--- config.mk ---
export PLATFORM = sky130hd
export DESIGN_NAME = tx_frame_scheduler
export DESIGN_NICKNAME = d
export VERILOG_FILES = /design/src/rtl/tx_frame_scheduler.sv
export SDC_FILE = /design/constraint.sdc
export NUM_CORES = 1
export LEC_CHECK = 0
export CAP_MARGIN = 20
export CORE_ASPECT_RATIO = 0.9
export CORE_MARGIN = 8
export CORE_UTILIZATION = 49
export DETAILED_ROUTE_END_ITERATION = 10
export PLACE_DENSITY = 0.73
export SLEW_MARGIN = 20
export SYNTH_ARGS = -nofsm -noshare
export SYNTH_HDL_FRONTEND = slang
export SYNTH_SLANG_ARGS = --single-unit
--- constraint.sdc ---
create_clock -name CLK -period 1.75 [get_ports CLK]
set_clock_uncertainty 0.1 [all_clocks]
set_input_delay 0.4375 -clock CLK [delete_from_list [all_inputs] [get_ports CLK]]
set_output_delay 0.4375 -clock CLK [all_outputs]
set_load 0.005 [all_outputs]
--- src/rtl/tx_frame_scheduler.sv ---
// Arbitrates register-file read bytes and 2-byte ALU results onto the single UART TX byte path,
// holding each byte with a valid-until-Busy handshake and a Busy-rise timeout.
module tx_frame_scheduler #(
  parameter int unsigned DATA_WIDTH = 8,
  parameter int unsigned TMO_WIDTH  = 8,
  parameter int unsigned TMO_CYCLES = 200
) (
  input  logic                    CLK,
  input  logic                    RST,
  input  logic [DATA_WIDTH-1:0]   RdData,
  input  logic                    RdData_VLD,
  input  logic [2*DATA_WIDTH-1:0] ALU_OUT,
  input  logic                    ALU_OUT_VLD,
  input  logic                    Busy,
  output logic [DATA_WIDTH-1:0]   TX_P_Data,
  output logic                    TX_D_VLD,
  output logic                    Sched_Busy,
  output logic                    Overrun_err,
  output logic                    Timeout_err
);

  localparam logic [TMO_WIDTH-1:0] TmoLast = TMO_WIDTH'(TMO_CYCLES - 1);

  typedef enum logic [1:0] {StIdle, StLoad, StWaitHi, StWaitLo} state_e;

  state_e                  state_q, state_d;
  logic [DATA_WIDTH-1:0]   rd_buf_q, rd_buf_d;
  logic                    rd_pend_q, rd_pend_d;
  logic [2*DATA_WIDTH-1:0] alu_buf_q, alu_buf_d;
  logic                    alu_pend_q, alu_pend_d;
  logic                    last_alu_q, last_alu_d;
  logic [2*DATA_WIDTH-1:0] shift_q, shift_d;
  logic [1:0]              bytes_left_q, bytes_left_d;
  logic [DATA_WIDTH-1:0]   tx_data_q, tx_data_d;
  logic                    tx_vld_q, tx_vld_d;
  logic [TMO_WIDTH-1:0]    tmo_q, tmo_d;
  logic                    overrun_q, overrun_d;
  logic                    timeout_q, timeout_d;
  logic                    grant_rd, grant_alu;

  // Round-robin: on a tie the requester that was not granted last wins.
  always_comb begin
    grant_rd  = 1'b0;
    grant_alu = 1'b0;
    if (state_q == StIdle) begin
      grant_rd  = rd_pend_q & (~alu_pend_q | last_alu_q);
      grant_alu = alu_pend_q & (~rd_pend_q | ~last_alu_q);
    end
  end

  always_comb begin
    state_d      = state_q;
    rd_buf_d     = rd_buf_q;
    rd_pend_d    = rd_pend_q;
    alu_buf_d    = alu_buf_q;
    alu_pend_d   = alu_pend_q;
    last_alu_d   = last_alu_q;
    shift_d      = shift_q;
    bytes_left_d = bytes_left_q;
    tx_data_d    = tx_data_q;
    tx_vld_d     = tx_vld_q;
    tmo_d        = tmo_q;
    overrun_d    = overrun_q;
    timeout_d    = timeout_q;

    unique case (state_q)
      StIdle: begin
        if (grant_rd) begin
          rd_pend_d                  = 1'b0;
          last_alu_d                 = 1'b0;
          shift_d                    = '0;
          shift_d[DATA_WIDTH-1:0]    = rd_buf_q;
          bytes_left_d               = 2'd1;
          state_d                    = StLoad;
        end else if (grant_alu) begin
          alu_pend_d   = 1'b0;
          last_alu_d   = 1'b1;
          shift_d      = alu_buf_q;
          bytes_left_d = 2'd2;
          state_d      = StLoad;
        end
      end
      StLoad: begin
        tx_data_d = shift_q[DATA_WIDTH-1:0];
        shift_d   = shift_q >> DATA_WIDTH;
        tx_vld_d  = 1'b1;
        tmo_d     = '0;
        state_d   = StWaitHi;
      end
      StWaitHi: begin
        if (Busy) begin
          tx_vld_d = 1'b0;
          state_d  = StWaitLo;
        end else if (tmo_q == TmoLast) begin
          // Give up on the whole frame, not just this byte.
          tx_vld_d     = 1'b0;
          timeout_d    = 1'b1;
          bytes_left_d = 2'd0;
          state_d      = StIdle;
        end else begin
          tmo_d = tmo_q + TMO_WIDTH'(1);
        end
      end
      StWaitLo: begin
        if (!Busy) begin
          bytes_left_d = bytes_left_q - 2'd1;
          state_d      = (bytes_left_q > 2'd1) ? StLoad : StIdle;
        end
      end
      default: state_d = StIdle;
    endcase

    // Capture after the grant so a same-cycle pulse refills a buffer freed this cycle.
    if (RdData_VLD) begin
      if (!rd_pend_q || grant_rd) begin
        rd_buf_d  = RdData;
        rd_pend_d = 1'b1;
      end else begin
        overrun_d = 1'b1;
      end
    end
    if (ALU_OUT_VLD) begin
      if (!alu_pend_q || grant_alu) begin
        alu_buf_d  = ALU_OUT;
        alu_pend_d = 1'b1;
      end else begin
        overrun_d = 1'b1;
      end
    end
  end

  always_ff @(posedge CLK) begin
    if (RST) begin
      state_q      <= StIdle;
      rd_buf_q     <= '0;
      rd_pend_q    <= 1'b0;
      alu_buf_q    <= '0;
      alu_pend_q   <= 1'b0;
      last_alu_q   <= 1'b1;
      shift_q      <= '0;
      bytes_left_q <= 2'd0;
      tx_data_q    <= '0;
      tx_vld_q     <= 1'b0;
      tmo_q        <= '0;
      overrun_q    <= 1'b0;
      timeout_q    <= 1'b0;
    end else begin
      state_q      <= state_d;
      rd_buf_q     <= rd_buf_d;
      rd_pend_q    <= rd_pend_d;
      alu_buf_q    <= alu_buf_d;
      alu_pend_q   <= alu_pend_d;
      last_alu_q   <= last_alu_d;
      shift_q      <= shift_d;
      bytes_left_q <= bytes_left_d;
      tx_data_q    <= tx_data_d;
      tx_vld_q     <= tx_vld_d;
      tmo_q        <= tmo_d;
      overrun_q    <= overrun_d;
      timeout_q    <= timeout_d;
    end
  end

  assign TX_P_Data   = tx_data_q;
  assign TX_D_VLD    = tx_vld_q;
  assign Sched_Busy  = rd_pend_q | alu_pend_q | (state_q != StIdle);
  assign Overrun_err = overrun_q;
  assign Timeout_err = timeout_q;

endmodule

==> results of run 1 <==
-- routing by layer --
metal | wire length (um) | up-vias
li1 | - | 1280
met1 | 3269 | 1213
met2 | 3520 | 76
met3 | 440 | 11
met4 | 121 | 0
met5 | 0 | -
-- worst min-delay path: cells and delay by family, from the launching register on --
| family | cells | cell delay (ns) |
|---|---|---|
| compound gates | 1 | 0.06 |
| flops | 1 | 0.32 |
| simple gates | 1 | 0.06 |
-- layout make-up --
cell class / instances / area (um^2) / share of cell area, %
Tap cell: 70 / 87.58 / 2.102
Inverter: 9 / 33.78 / 0.8108
Sequential cell: 66 / 1331 / 31.95
Clock inverter: 7 / 76.32 / 1.832
Timing Repair Buffer: 82 / 777.0 / 18.65
Clock buffer: 9 / 123.9 / 2.973
Multi-Input combinational cell: 220 / 1737 / 41.68
-- sequential cells by signal, indices dropped and copies added, names as in the netlist --
name / flops
alu_buf_q: 16
shift_q: 16
TX_P_Data: 8
rd_buf_q: 8
tmo_q: 8
bytes_left_q: 2
state_q: 2
Overrun_err: 1
TX_D_VLD: 1
Timeout_err: 1
alu_pend_q: 1
last_alu_q: 1
rd_pend_q: 1
-- synth_stat cells (4+ instances only) --
cell and count:
clkbuf_1 11, nand3_1 21, dfxtp_1 66, buf_6 4
buf_2 5, a211oi_1 10, nor2_1 41, and3_1 9
o21ai_0 11, mux2i_1 24, nand2_1 11, inv_1 9
nand2b_1 6, a22oi_1 8, a31oi_1 5, nor2b_1 9
a21oi_1 18, ha_1 7, o31ai_1 9
-- how the worst max path moves through the flow --
stage,startpoint,end,slack [ns]
2_1_floorplan,state_q[1]$_SDFFE_PP0P_,shift_q[0]$_SDFFE_PP0P_,-0.02
3_3_place_gp,Busy,tmo_q[6]$_SDFFE_PP0P_,-0.31
3_5_place_dp,Busy,bytes_left_q[1]$_SDFFE_PP0P_,-0.42
4_1_cts,state_q[0]$_SDFFE_PP0P_,Sched_Busy,-0.21
5_1_grt,state_q[1]$_SDFFE_PP0P_,Sched_Busy,-0.24
6_report,state_q[1]$_SDFFE_PP0P_,Sched_Busy,-0.21
-- cell families (layout without fill, tap and decap cells) --
logic type,Yosys count,in the layout,synth area share [%]
DFF,66,66,45.07
adders and majority gates,7,7,2.987
AOI/OAI and AO/OA,77,77,19.04
muxes,26,26,8.963
buffers and inverters,31,107,5.463
and+or+nand+nor,110,110,18.48
-- per-stage QoR --
stage                     std cells  worst slack, ns  instance area, um^2
after floorplan                 317         -0.02126                 2975
after global placement          442          -0.3053                 3618
after detailed placement        442          -0.4213                 3618
after CTS                       460          -0.2111                 3989
after global routing            463          -0.2363                 4167
final                           463          -0.2066                 4167
-- what timing repair did --
item	CTS	global route
setup buffers	3	6
pin swaps	19	14
setup endpoints to repair	37	59
resized for setup	41	37
hold buffers	0	0
-- power by group through the flow --
| stage | combinational (mW) | sequential [mW] | clock [mW] |
|---|---|---|---|
| final | 2.64 | 1.89 | 1.30 |
| after global placement | 1.97 | 1.90 | 0 |
| after global routing | 2.83 | 1.91 | 1.38 |
| after detailed placement | 2.02 | 1.91 | 0 |
| after floorplan | 1.26 | 1.88 | 0 |
| after CTS | 2.30 | 1.88 | 1.32 |
==> impl_results.md, run 1 <==
- Critical path class: reg -> out
- TritonCTS clock tree: done
- GR Util met2: about 28%
- Share of the synthesized area in the top cell type: 45.07%
- Most frequent cells in the layout: dfxtp_1 (58), nor2_1 (40), buf_4 (33), clkdlybuf4s50_1 (31), mux2i_1 (23)
- Max-slew violations: 0
- Worst hold path depth: 2
- Total CTS buffers: 9
- Sw power: 2.053 mW
- Internal cell power: 3.772 mW
- H-tree depth: 3
- Final Hold Vio Count: 0
- Fin Hold WS: between 0.3 and 0.4 ns
- Period utilisation layout: 111.8%
- Drt drc: 0
- Die height: 89.38 um
- GRT busiest layer: met2
- Post-layout util: 72.77%
- Status: finished, violations left
- Peak supply drop: 1087 uV
- Async S/R FF share, synth: 0%
- Routed WL: 7.352 mm
- Vias per cell: roughly 5.6
- Clk slew on worst S/H paths: 0.08 ns
- Detailed Routing Iterations Pass 1: 5
- Headroom to the max-slew limit: 62.03%
- Slowest cell on crit path: or3b_4
- Max Fclk: 511.1 MHz
- GR Util met3: 5.951%
- Mean post-synth cell area: 9.248 um^2
- Std-Cell Core Area: approximately 0.0057 mm^2
- Root Buffer: clkbuf_8
- Row count: 26
- Die area: 0.008717 mm^2
- Worst-Margin Slew: 0.5695 ns
- Vias in the first global route: 2484
- Post-synth top area cell: dfxtp_1
- HPWL after DPL: 4.754 mm
- Initial cell density of the core: roughly half
- Cell depth of the worst setup path: 4
- Clock latency on the worst-skew pair: around 0.34 ns
- Clock share of power: 22.3%
- Starting DRT DRC Count: roughly 120
- Share of layout cells above drive strength 1: 31.04%
- CP peak stage delay: 0.40 ns
- First-pass GRT wire length: 11.64 mm
- Largest net degree at the start of global routing: 55
- PwrDens: 1398 mW/mm^2
- Cell area after synthesis: 0.002932 mm^2
- Worst min-delay path category: reg -> reg
- Antenna Diode Count: 0
- Critical path cell sequence: inv_2 > ha_4 > or3b_4 > buf_6
- Power consumption: 5.825 mW
- Synth top area cells: dfxtp_1 (45%), mux2i_1 (8.2%), nor2_1 (5.2%)
- Die Width: 97.53 um
- Reg-to-reg startpoint: state_q[1]$_SDFFE_PP0P_
- Crit Path Max Fanout: 2
- Synthesized flop and latch total: 66
- Initial antenna violation count: 0
- CTS max path bufs: 2
- Type of origin of the critical path: flop
- Clk sink count: 66
- Static leakage: 1.773 nW
- Gpl congestion: approximately 0.86
- Commonest non-fill, non-tap cell in the layout: dfxtp_1
- Setup slack on the worst flop-to-flop path: -0.10 ns
- Nets: 424
- Critical Path End Type: output pin
- Io pins: 41
- Main synth FF type: dfxtp_1
- Reg power frac: 32.4%
- Failing checks: setup timing
- Post-route ant nets: 0
- Tmin final: 1.957 ns
- Yosys cell types: 43
- Met1 Track Usage GR: about a fifth
- Vias: 2580
- TNS Setup: -1.398 ns
- Grt ovf: 0
- Min-delay src: shift_q[5]$_SDFFE_PP0P_
- Port Buffers: 40
- Crit path arrival time: 1.42 ns
- Seq/Total Area, Yosys: 45.07%
- Fillers: about 420
- Worst path bufs/invs: 2
- Hold EP: shift_q[5]$_SDFFE_PP0P_
- Synth-to-Final Area Change: 42.13%
- Routed wire per std cell: ~16 um
- RSZ-0062 raised after global routing: yes
- Gate power share: 45.3%
- YS warnings: 0
- Synth Net Count: 353
- Setup WS post-layout: -0.2066 ns
- Reg2reg end: state_q[0]$_SDFFE_PP0P_
- Cells after synthesis: 317
- Max Cap Violations: 0
- Family with the most delay on the worst path: simple AND/OR/NAND/NOR gates
- Sw Ratio: 35.25%
- CP required: 1.21 ns
- R2R depth: 9
- Post-synth EDFFs: 0
- Aggregate global-route resource usage: between 10% and 20%
- Setup violators final: 24
Power figures use the tool's default switching activity.
==> run 2: changes to the inputs <==
Settings changed: CORE_ASPECT_RATIO 0.9 to 0.7.
==> run 2 against run 1 <==
Against the previous run: combinational power barely moved; routed wire length up 3.2%; the run still ends with setup timing left; first-iteration DRC count rose by 35%; sequential share of layout area decreased by 0.29 points; flip-flop and latch count did not move; final cell count rose by 0.43%; non-clock buffer count is 2 lower; critical endpoint unchanged; utilization grew 0.21 points; largest cell class unchanged; die area is 0.42% higher.
==> impl_results.md, run 2 (synthesis results as in run 1) <==
- TritonCTS clock tree: done
- Period utilisation layout: 112.1%
- Min-delay src: Timeout_err$_SDFFE_PP0P_
- Max-slew violations: 0
- Io pins: 41
- Setup WS post-layout: -0.2119 ns
- Vias in the first global route: 2450
- Share of layout cells above drive strength 1: 30.51%
- Nets: 422
- Worst path bufs/invs: 2
- HPWL after DPL: 5.055 mm
- Slowest cell on crit path: or3b_4
- Power consumption: approximately 6.0 mW
- Vias: 2577
- Worst min-delay path category: reg -> reg
- Biggest regs: alu_buf_q (16), shift_q (16)
- Root Buffer: clkbuf_8
- Failing checks: setup timing
- Worst-Margin Slew: about 0.57 ns
- Setup slack on the worst flop-to-flop path: -0.12 ns
- Static leakage: 1.732 nW
- Critical path class: reg -> out
- First-pass GRT wire length: approximately 12 mm
- Clk slew on worst S/H paths: 0.07 ns
- Port Buffers: 40
- Routed WL: 7.587 mm
- Die height: 80.72 um
- Final Hold Vio Count: 0
- Routed wire per std cell: 16.32 um
- Crit Path Max Fanout: 2
- Initial cell density of the core: 50.93%
- Vias per cell: 5.542
- Post-layout util: 72.98%
- Fillers: just over 400
- Reg-to-reg startpoint: state_q[0]$_SDFFE_PP0P_
- RSZ-0062 raised after global routing: yes
- CTS max path bufs: 2
- Tmin final: 1.962 ns
- Most frequent cells in the layout: dfxtp_1 (59), nor2_1 (40), clkdlybuf4s50_1 (33), buf_4 (30)
- Row count: 23
- Status: finished, violations left
- Peak supply drop: around 640 uV
- Starting DRT DRC Count: 155
- Area of the multi-input gates: 0.001767 mm^2
- Max Cap Violations: 0
- Family with the most delay on the worst path: simple AND/OR/NAND/NOR gates
- Total CTS buffers: 9
- CP required: 1.21 ns
- CP peak stage delay: ~0.4 ns
- Drt drc: 0
- Detailed Routing Iterations Pass 1: 4
- Max Fclk: 509.7 MHz
- Synth-to-Final Area Change: 43.28%
- Type of origin of the critical path: flop
- Crit path arrival time: 1.42 ns
- H-tree depth: 3
- Critical Path End Type: output pin
- Gpl congestion: 0.8072
- Clock latency on the worst-skew pair: 0.34 ns
- Clk sink count: 66
- Crit. Startpoint: state_q[0]$_SDFFE_PP0P_
- Std-Cell Core Area: roughly 0.0058 mm^2
- Initial antenna violation count: 0
- Setup violators final: 36
- Antenna Diode Count: 0
- Largest net degree at the start of global routing: 55
- Commonest non-fill, non-tap cell in the layout: dfxtp_1
- Die area: slightly below 0.009 mm^2
- Grt ovf: 0
- PwrDens: 1420 mW/mm^2
- Fin Hold WS: 0.3685 ns
- Sequential Area: 0.001330 mm^2
- Die Width: ~110 um
- Critical path cell sequence: inv_2 > ha_4 > or3b_4 > buf_6
- Post-route ant nets: 0
- Hold Buf Count CTS: 0
- Aggregate global-route resource usage: 16.64%
- Headroom to the max-slew limit: about three fifths
-- run 2: timing repair --
action                                  CTS  global route
endpoints found under the setup margin   43            50
pin swaps                                 7            22
resized for setup                        23            59
buffers inserted                          1             5
endpoints found under the hold margin     0             0
gates cloned                              0             1
-- run 2: path summary, 6_finish.rpt --
check | endpoint | cells past startpoint
worst max-delay path | Sched_Busy | 4
worst min-delay path | Timeout_err$_SDFFE_PP0P_ | 2
worst max register to register | shift_q[5]$_SDFFE_PP0P_ | 8
worst min register to register | Timeout_err$_SDFFE_PP0P_ | 2
-- run 2: metrics by stage --
step	TNS [ns]	area (um^2)	std cells	worst slack (ns)
final	-2.210	4200	465	-0.2119
after global routing	-4.777	4200	465	-0.2584
after CTS	-0.2514	3881	459	-0.2189
after detailed placement	-7.168	3582	443	-0.2910
after global placement	-6.364	3582	443	-0.2916
after floorplan	-0.1634	2975	317	-0.02126
-- run 2: layout make-up --
cell class	instances	area share (%)
clock buffers	10	3.277
clock inverters	5	1.877
inverters	9	0.8043
multi-input cells	220	42.06
flip-flops and latches	66	31.67
well taps	75	2.234
repair buffers	80	18.08
-- run 2: worst min-delay path: stages (launching register included) --
cell	delay (ns)
dfxtp_2	0.33
a31oi_1	0.04
nor2_1	0.07
-- run 2: power breakdown --
| group | internal [mW] | switching [mW] | leakage (nW) |
|---|---|---|---|
| Clock | 0.831 | 0.583 | 0.112 |
| Sequential | 1.74 | 0.153 | 0.542 |
| Combinational | 1.35 | 1.31 | 1.08 |
-- run 2: routing by layer --
| metal | up-vias | wire [um] | global-route usage [%] |
|---|---|---|---|
| met5 | - | 0 | 0 |
| met4 | 0 | 53 | 5.306 |
| met3 | 7 | 412 | 4.636 |
| met2 | 73 | 3423 | 24.48 |
| met1 | 1227 | 3698 | 23.00 |
| li1 | 1270 | - | - |
